**config.mk**
```make
export PLATFORM = sky130hd
export DESIGN_NAME = div
export DESIGN_NICKNAME = d
export VERILOG_FILES = /design/src/rtl/div.sv
export SDC_FILE = /design/constraint.sdc
export NUM_CORES = 1
export LEC_CHECK = 0
export BUFFER_PORTS_ARGS = -buffer_cell sky130_fd_sc_hd__buf_4
export CAP_MARGIN = 20
export CORE_MARGIN = 3
export CORE_UTILIZATION = 55
export CTS_BUF_LIST = sky130_fd_sc_hd__clkbuf_4
export CTS_CLUSTER_DIAMETER = 80
export DETAILED_ROUTE_END_ITERATION = 6
export PLACE_DENSITY = 0.79
export SLEW_MARGIN = 10
export SYNTH_ARGS = -nofsm -noshare
export SYNTH_HDL_FRONTEND = slang
export SYNTH_SLANG_ARGS = --single-unit
```
**constraint.sdc**
```tcl
create_clock -name clk -period 5.11 [get_ports clk]
set_clock_uncertainty 0.1 [all_clocks]
set_input_delay 0 -clock clk [delete_from_list [all_inputs] [get_ports clk]]
set_output_delay 0 -clock clk [all_outputs]
set_load 0.1 [all_outputs]
```
**src/rtl/div.sv**
```systemverilog
// Multi-cycle 32-bit restoring divider for DIV/DIVU; one quotient bit per cycle.
// Signed operands are divided by magnitude, then the quotient and remainder signs are fixed up.
module div (
  input  logic        clk,
  input  logic        rst,
  input  logic        signed_div_i,
  input  logic [31:0] opdata1_i,
  input  logic [31:0] opdata2_i,
  input  logic        start_i,
  input  logic        annul_i,
  output logic [63:0] result_o,
  output logic        ready_o
);

  typedef enum logic [1:0] {DivFree, DivByZero, DivOn, DivEnd} state_e;

  state_e      state;
  logic [5:0]  cnt;
  logic [31:0] rem;
  logic [31:0] quo;
  logic [31:0] dsr;
  logic        neg_q;
  logic        neg_r;

  logic [32:0] diff;
  logic [31:0] rem_nxt;
  logic [31:0] quo_nxt;
  logic [31:0] rem_fix;
  logic [31:0] quo_fix;
  logic [31:0] abs1;
  logic [31:0] abs2;

  always_comb begin
    // {rem, quo[31]} is the shifted partial remainder; it can need 33 bits.
    diff    = {rem, quo[31]} - {1'b0, dsr};
    rem_nxt = diff[32] ? {rem[30:0], quo[31]} : diff[31:0];
    quo_nxt = {quo[30:0], ~diff[32]};
    rem_fix = neg_r ? (~rem_nxt + 32'd1) : rem_nxt;
    quo_fix = neg_q ? (~quo_nxt + 32'd1) : quo_nxt;
    abs1    = (signed_div_i && opdata1_i[31]) ? (~opdata1_i + 32'd1) : opdata1_i;
    abs2    = (signed_div_i && opdata2_i[31]) ? (~opdata2_i + 32'd1) : opdata2_i;
  end

  always_ff @(posedge clk) begin
    if (rst) begin
      state    <= DivFree;
      cnt      <= 6'd0;
      rem      <= 32'd0;
      quo      <= 32'd0;
      dsr      <= 32'd0;
      neg_q    <= 1'b0;
      neg_r    <= 1'b0;
      result_o <= 64'd0;
      ready_o  <= 1'b0;
    end else if (annul_i) begin
      // Flush wins over any start; nothing is produced for the cancelled op.
      state    <= DivFree;
      cnt      <= 6'd0;
      result_o <= 64'd0;
      ready_o  <= 1'b0;
    end else begin
      case (state)
        DivFree: begin
          result_o <= 64'd0;
          ready_o  <= 1'b0;
          if (start_i) begin
            rem   <= 32'd0;
            quo   <= abs1;
            dsr   <= abs2;
            neg_q <= signed_div_i & (opdata1_i[31] ^ opdata2_i[31]);
            neg_r <= signed_div_i & opdata1_i[31];
            cnt   <= 6'd0;
            state <= (opdata2_i == 32'd0) ? DivByZero : DivOn;
          end
        end
        DivByZero: begin
          state    <= DivEnd;
          result_o <= 64'd0;
          ready_o  <= 1'b1;
        end
        DivOn: begin
          rem <= rem_nxt;
          quo <= quo_nxt;
          cnt <= cnt + 6'd1;
          if (cnt == 6'd31) begin
            state    <= DivEnd;
            result_o <= {rem_fix, quo_fix};
            ready_o  <= 1'b1;
          end
        end
        DivEnd: begin
          if (!start_i) begin
            state    <= DivFree;
            result_o <= 64'd0;
            ready_o  <= 1'b0;
          end
        end
        default: state <= DivFree;
      endcase
    end
  end

endmodule

```
==> Implementation_results.wiki <==
{| class="wikitable"
! Metric !! Value
|-
| Outcome || finished, final reports clean
|-
| Cell area after technology mapping || 11,800 sq um
|-
| Post-layout total power || 3.23 mW
|-
| Top-area cell type share of the netlist area || 29.1%
|-
| Number of cells traversed by the worst register-to-register path || 20
|-
| M1 wire length || 16,100 microns
|-
| Ratio of final minimum period to clock period || 94.3%
|-
| Ordered list of cells on the worst path || inv_1, ha_1, inv_1, fa_1, a211oi_2, o211ai_2, a31oi_4, a2111oi_4, o31a_1, nor2_4, inv_2, nand2_1, o21ai_0, inv_1, ha_1, o221ai_2, or3_1, or4b_1, mux2i_1, nand2_1
|-
| Crit path launch || quo[31]$_SDFFE_PP0P_
|-
| Unrepaired setup endpoints after global routing || false
|-
| Crit-path max FO || 6
|-
| Hold/Removal Path Class || in -> reg
|-
| Sequential-to-total area share from yosys stat || 29.1%
|-
| First-pass GRT wire length || 60,400 microns
|-
| Inserted Clock Buffers || 17
|-
| Internal power || 2.03 mW
|-
| Logic pwr share || 29.7%
|-
| Worst supply voltage drop on vdd || 0.174 mV
|-
| Total setup buffers inserted after CTS || 0
|-
| Cell with the most instances after synthesis || sky130_fd_sc_hd__nand2_1
|-
| Total of max-cap violations || 0
|-
| Ys Warns || 0
|-
| Number of input and output port buffers inserted || 133
|-
| Placeable Area || 20,600 sq um
|-
| Reg-to-reg setup timing slack || 290 ps
|-
| Synthesized area per cell || 7.38 sq um
|-
| Largest cells by area after synthesis || sky130_fd_sc_hd__dfxtp_1 29%, sky130_fd_sc_hd__nand2_1 7.6%, sky130_fd_sc_hd__xnor2_1 6.3%, sky130_fd_sc_hd__nor2_1 6.1%, sky130_fd_sc_hd__a21oi_1 5.6%
|-
| Fin. max-slew vios || 0
|-
| Setup total negative slack || 0 ps
|-
| Top cells by count, synth || 238 x sky130_fd_sc_hd__nand2_1, 191 x sky130_fd_sc_hd__nor2_1, 171 x sky130_fd_sc_hd__dfxtp_1
|-
| Die width || 152 microns
|-
| Library cell contributing the largest single delay on the critical path || sky130_fd_sc_hd__or4b_1
|-
| TritonCTS clock tree || built
|-
| Capture point of the worst path || result_o[60]$_SDFFE_PP0P_
|-
| Total number of vias || 12,684
|-
| Count of endpoints failing hold in the final timing report || 0
|-
| Cell count after placement || 1,918
|-
| Synthesis-to-finish area growth || 22.3%
|-
| Sinks on Clock Net || 171
|-
| Part of the total power dissipated in the clock network || 26.2%
|-
| Power density over cell area || 225 nW/um^2
|-
| Share of total power in sequential cells || 44.1%
|-
| FF+latch count, synth || 171
|-
| FF-to-FF Start || quo[31]$_SDFFE_PP0P_
|-
| Synthesized netlist net count || 1,703
|-
| Placement Rows || 52
|-
| CP dominant cell by count || sky130_fd_sc_hd__inv_1
|-
| Number of flops mapped to enable cells by yosys || 0
|-
| Worst-skew pair later-pin latency || 610 ps
|-
| Overall fraction of global-route tracks in use || 31.0%
|-
| Count of TritonRoute iterations in the first routing pass || 6
|-
| Kind of start point of the critical path || flip-flop
|-
| Detailed placement HPWL || 26,400 microns
|-
| Pin count of the biggest net entering global routing || 100
|-
| Net switching component of the power || 1.20 mW
|-
| Avg WL per Cell || 18.0 microns
|-
| Master cell of the clock root buffer || sky130_fd_sc_hd__clkbuf_4
|-
| H-tree lvl count || 4
|-
| Top layer reached by signal wires || met4
|-
| Total global routing overflow || 0
|-
| Final ANT Viol Nets || 0
|-
| Effective utilization at floorplan || 57.0%
|-
| Slew at the pin closest to its max-slew limit || 1140 ps
|-
| Average vias per placed instance || 6.12
|-
| Max Buffers Root-to-Sink || 2
|-
| Register cell area after layout || 3420 sq um
|-
| Final std cells w/o fill || 2,073
|-
| Synth area leader || sky130_fd_sc_hd__dfxtp_1
|-
| Reg-to-reg critical path endpoint || result_o[60]$_SDFFE_PP0P_
|-
| Die ar. || 23,200 sq um
|-
| Ys flop type || sky130_fd_sc_hd__dfxtp_1
|-
| Via count of the first global-routing pass || 11,888
|-
| Met2 layer wire length in the routed design || 16,900 microns
|-
| Leakage power || 5.55 nW
|-
| Final weighted congestion in routability-driven placement || 1.01
|-
| Cell variety after synth || 78
|-
| Share of post-route cells with drive strength above 1 || 12.8%
|-
| Initial antenna violation count || 1
|-
| Delay of the slowest critical-path stage || 570 ps
|-
| Total wire length after detailed routing || 37,200 microns
|-
| Start-to-end type of the worst setup path || reg -> reg
|-
| Clock slew at the register clock pins of the worst setup and hold paths || 170 ps
|-
| Setup violations, final || 0
|-
| Worst path required time || 5510 ps
|-
| Num ports || 134
|-
| Die Y || 152 microns
|-
| Sum of met3 wire segment lengths after detailed routing || 3070 microns
|-
| Number of instances in the synthesized netlist || 1,592
|-
| Number of DRC markers after the initial detailed-route iteration || 1,252
|-
| Number of nets in the finished design || 1,899
|-
| Number of inserted filler cells in the final layout || 1,681
|-
| Fraction of power spent switching nets || 37.2%
|-
| Area of combinational cells with multiple inputs || 7750 sq um
|-
| Element type at the critical path end || flip-flop
|-
| # DRC || 0
|-
| Arrival time reported for the critical path endpoint || 5220 ps
|-
| Max transition margin || 24.2%
|-
| Share of synthesized registers carrying an async set or reset || 0%
|-
| Minimum clock period after layout || 4820 ps
|-
| Highest attainable clock frequency || 0.208 GHz
|}
[sequential cells by signal, summed over array words and instances, names as in the netlist]
register  cells
result_o     64
dsr          32
quo          32
rem          32
cnt           6
state         2
neg_q         1
neg_r         1
ready_o       1
[layer usage]
metal  up-vias  global-route usage [%]
li1       6066                       -
met1      5872                    42.0
met2       636                    49.8
met3       110                    5.37
met4         0                    11.6
met5         -                       0
[how the worst min path moves through the flow]
| stage | from | end | cells past startpoint |
|---|---|---|---|
| final | rst | quo[10]$_SDFFE_PP0P_ | 3 |
| after global routing | rst | quo[1]$_SDFFE_PP0P_ | 3 |
| after CTS | rst | quo[1]$_SDFFE_PP0P_ | 3 |
| after detailed placement | opdata2_i[0] | dsr[0]$_SDFFE_PP0P_ | 3 |
| after global placement | opdata2_i[1] | dsr[1]$_SDFFE_PP0P_ | 3 |
| after floorplan | opdata2_i[0] | dsr[0]$_SDFFE_PP0P_ | 2 |
[worst max-delay path, delay by kind of cell (launching register included)]
family	cells	cell delay, ps
compound gates	7	1500
buf+inv	4	320
mux	1	170
simple gates	5	1450
fa+ha+maj	3	810
flops	1	380
[power groups by stage]
stage / registers (mW) / clock network (mW) / logic (mW)
floorplan: 1.45 / 0 / 0.594
global placement: 1.45 / 0 / 0.833
detailed placement: 1.45 / 0 / 0.842
CTS: 1.43 / 0.851 / 0.937
global route: 1.43 / 0.904 / 1.05
finish: 1.43 / 0.846 / 0.961
[logic make-up (layout without fill, tap and decap cells)]
group,Yosys count,count (layout),synth area share [%]
muxes,18,18,1.58
xor gates and xnor gates,136,136,10.1
buffers and inverters,150,359,5.11
AOI/OAI and AO/OA,468,468,26.5
other,0,2,0
and+or+nand+nor,607,607,23.0
adders and majority gates,42,42,4.54
DFF,171,171,29.1
[final cells by class]
cell class / instances / share of cell area (%)
tap: 270 / 2.35
sequential: 171 / 23.8
antenna: 2 / 0.0348
timing repair buffer: 271 / 16.3
multi-input combinational: 1271 / 53.9
inverter: 56 / 1.46
clock inverter: 15 / 1.25
clock buffer: 17 / 0.888
[placed cells by master (no fill, tap or decap), types with 7 or more instances in the layout]
cell	n
sky130_fd_sc_hd__or2_2	7
sky130_fd_sc_hd__o41ai_1	14
sky130_fd_sc_hd__nand3_1	29
sky130_fd_sc_hd__xor2_1	52
sky130_fd_sc_hd__nand2_1	238
sky130_fd_sc_hd__nand4_1	16
sky130_fd_sc_hd__nor2_1	188
sky130_fd_sc_hd__clkbuf_4	17
sky130_fd_sc_hd__dlygate4sd3_1	119
sky130_fd_sc_hd__and2_1	10
sky130_fd_sc_hd__nand2b_1	8
sky130_fd_sc_hd__buf_4	150
sky130_fd_sc_hd__o21ai_1	7
sky130_fd_sc_hd__or3_1	14
sky130_fd_sc_hd__ha_1	40
sky130_fd_sc_hd__a21oi_1	131
sky130_fd_sc_hd__inv_1	54
sky130_fd_sc_hd__mux2i_1	14
sky130_fd_sc_hd__or4_1	14
sky130_fd_sc_hd__a22oi_1	46
sky130_fd_sc_hd__dfxtp_1	171
sky130_fd_sc_hd__o211ai_1	13
sky130_fd_sc_hd__o21ai_0	114
sky130_fd_sc_hd__a21o_1	13
sky130_fd_sc_hd__xnor2_1	84
sky130_fd_sc_hd__nor3_1	39
sky130_fd_sc_hd__a211oi_1	33
sky130_fd_sc_hd__o31ai_1	15
sky130_fd_sc_hd__nor4_1	15
[repair_timing]
item / CTS / global route
setup endpoints to repair: 0 / 0
gates resized for setup: 0 / 0
hold buffers: 119 / 0
hold endpoints to repair: 97 / 0
[per-stage QoR]
step / hold WS [ps] / area, sq um / utilization [%] / setup WS (ps)
finish: 100 / 14400 / 69.7 / 293
global route: 94.7 / 14400 / 69.7 / 43.0
CTS: 50.7 / 14300 / 69.6 / 281
detailed placement: 210 / 12800 / 62.3 / 312
global placement: 207 / 12800 / 62.3 / 429
floorplan: 36.0 / 11800 / - / 60.6
Power figures use the tool's default switching activity.
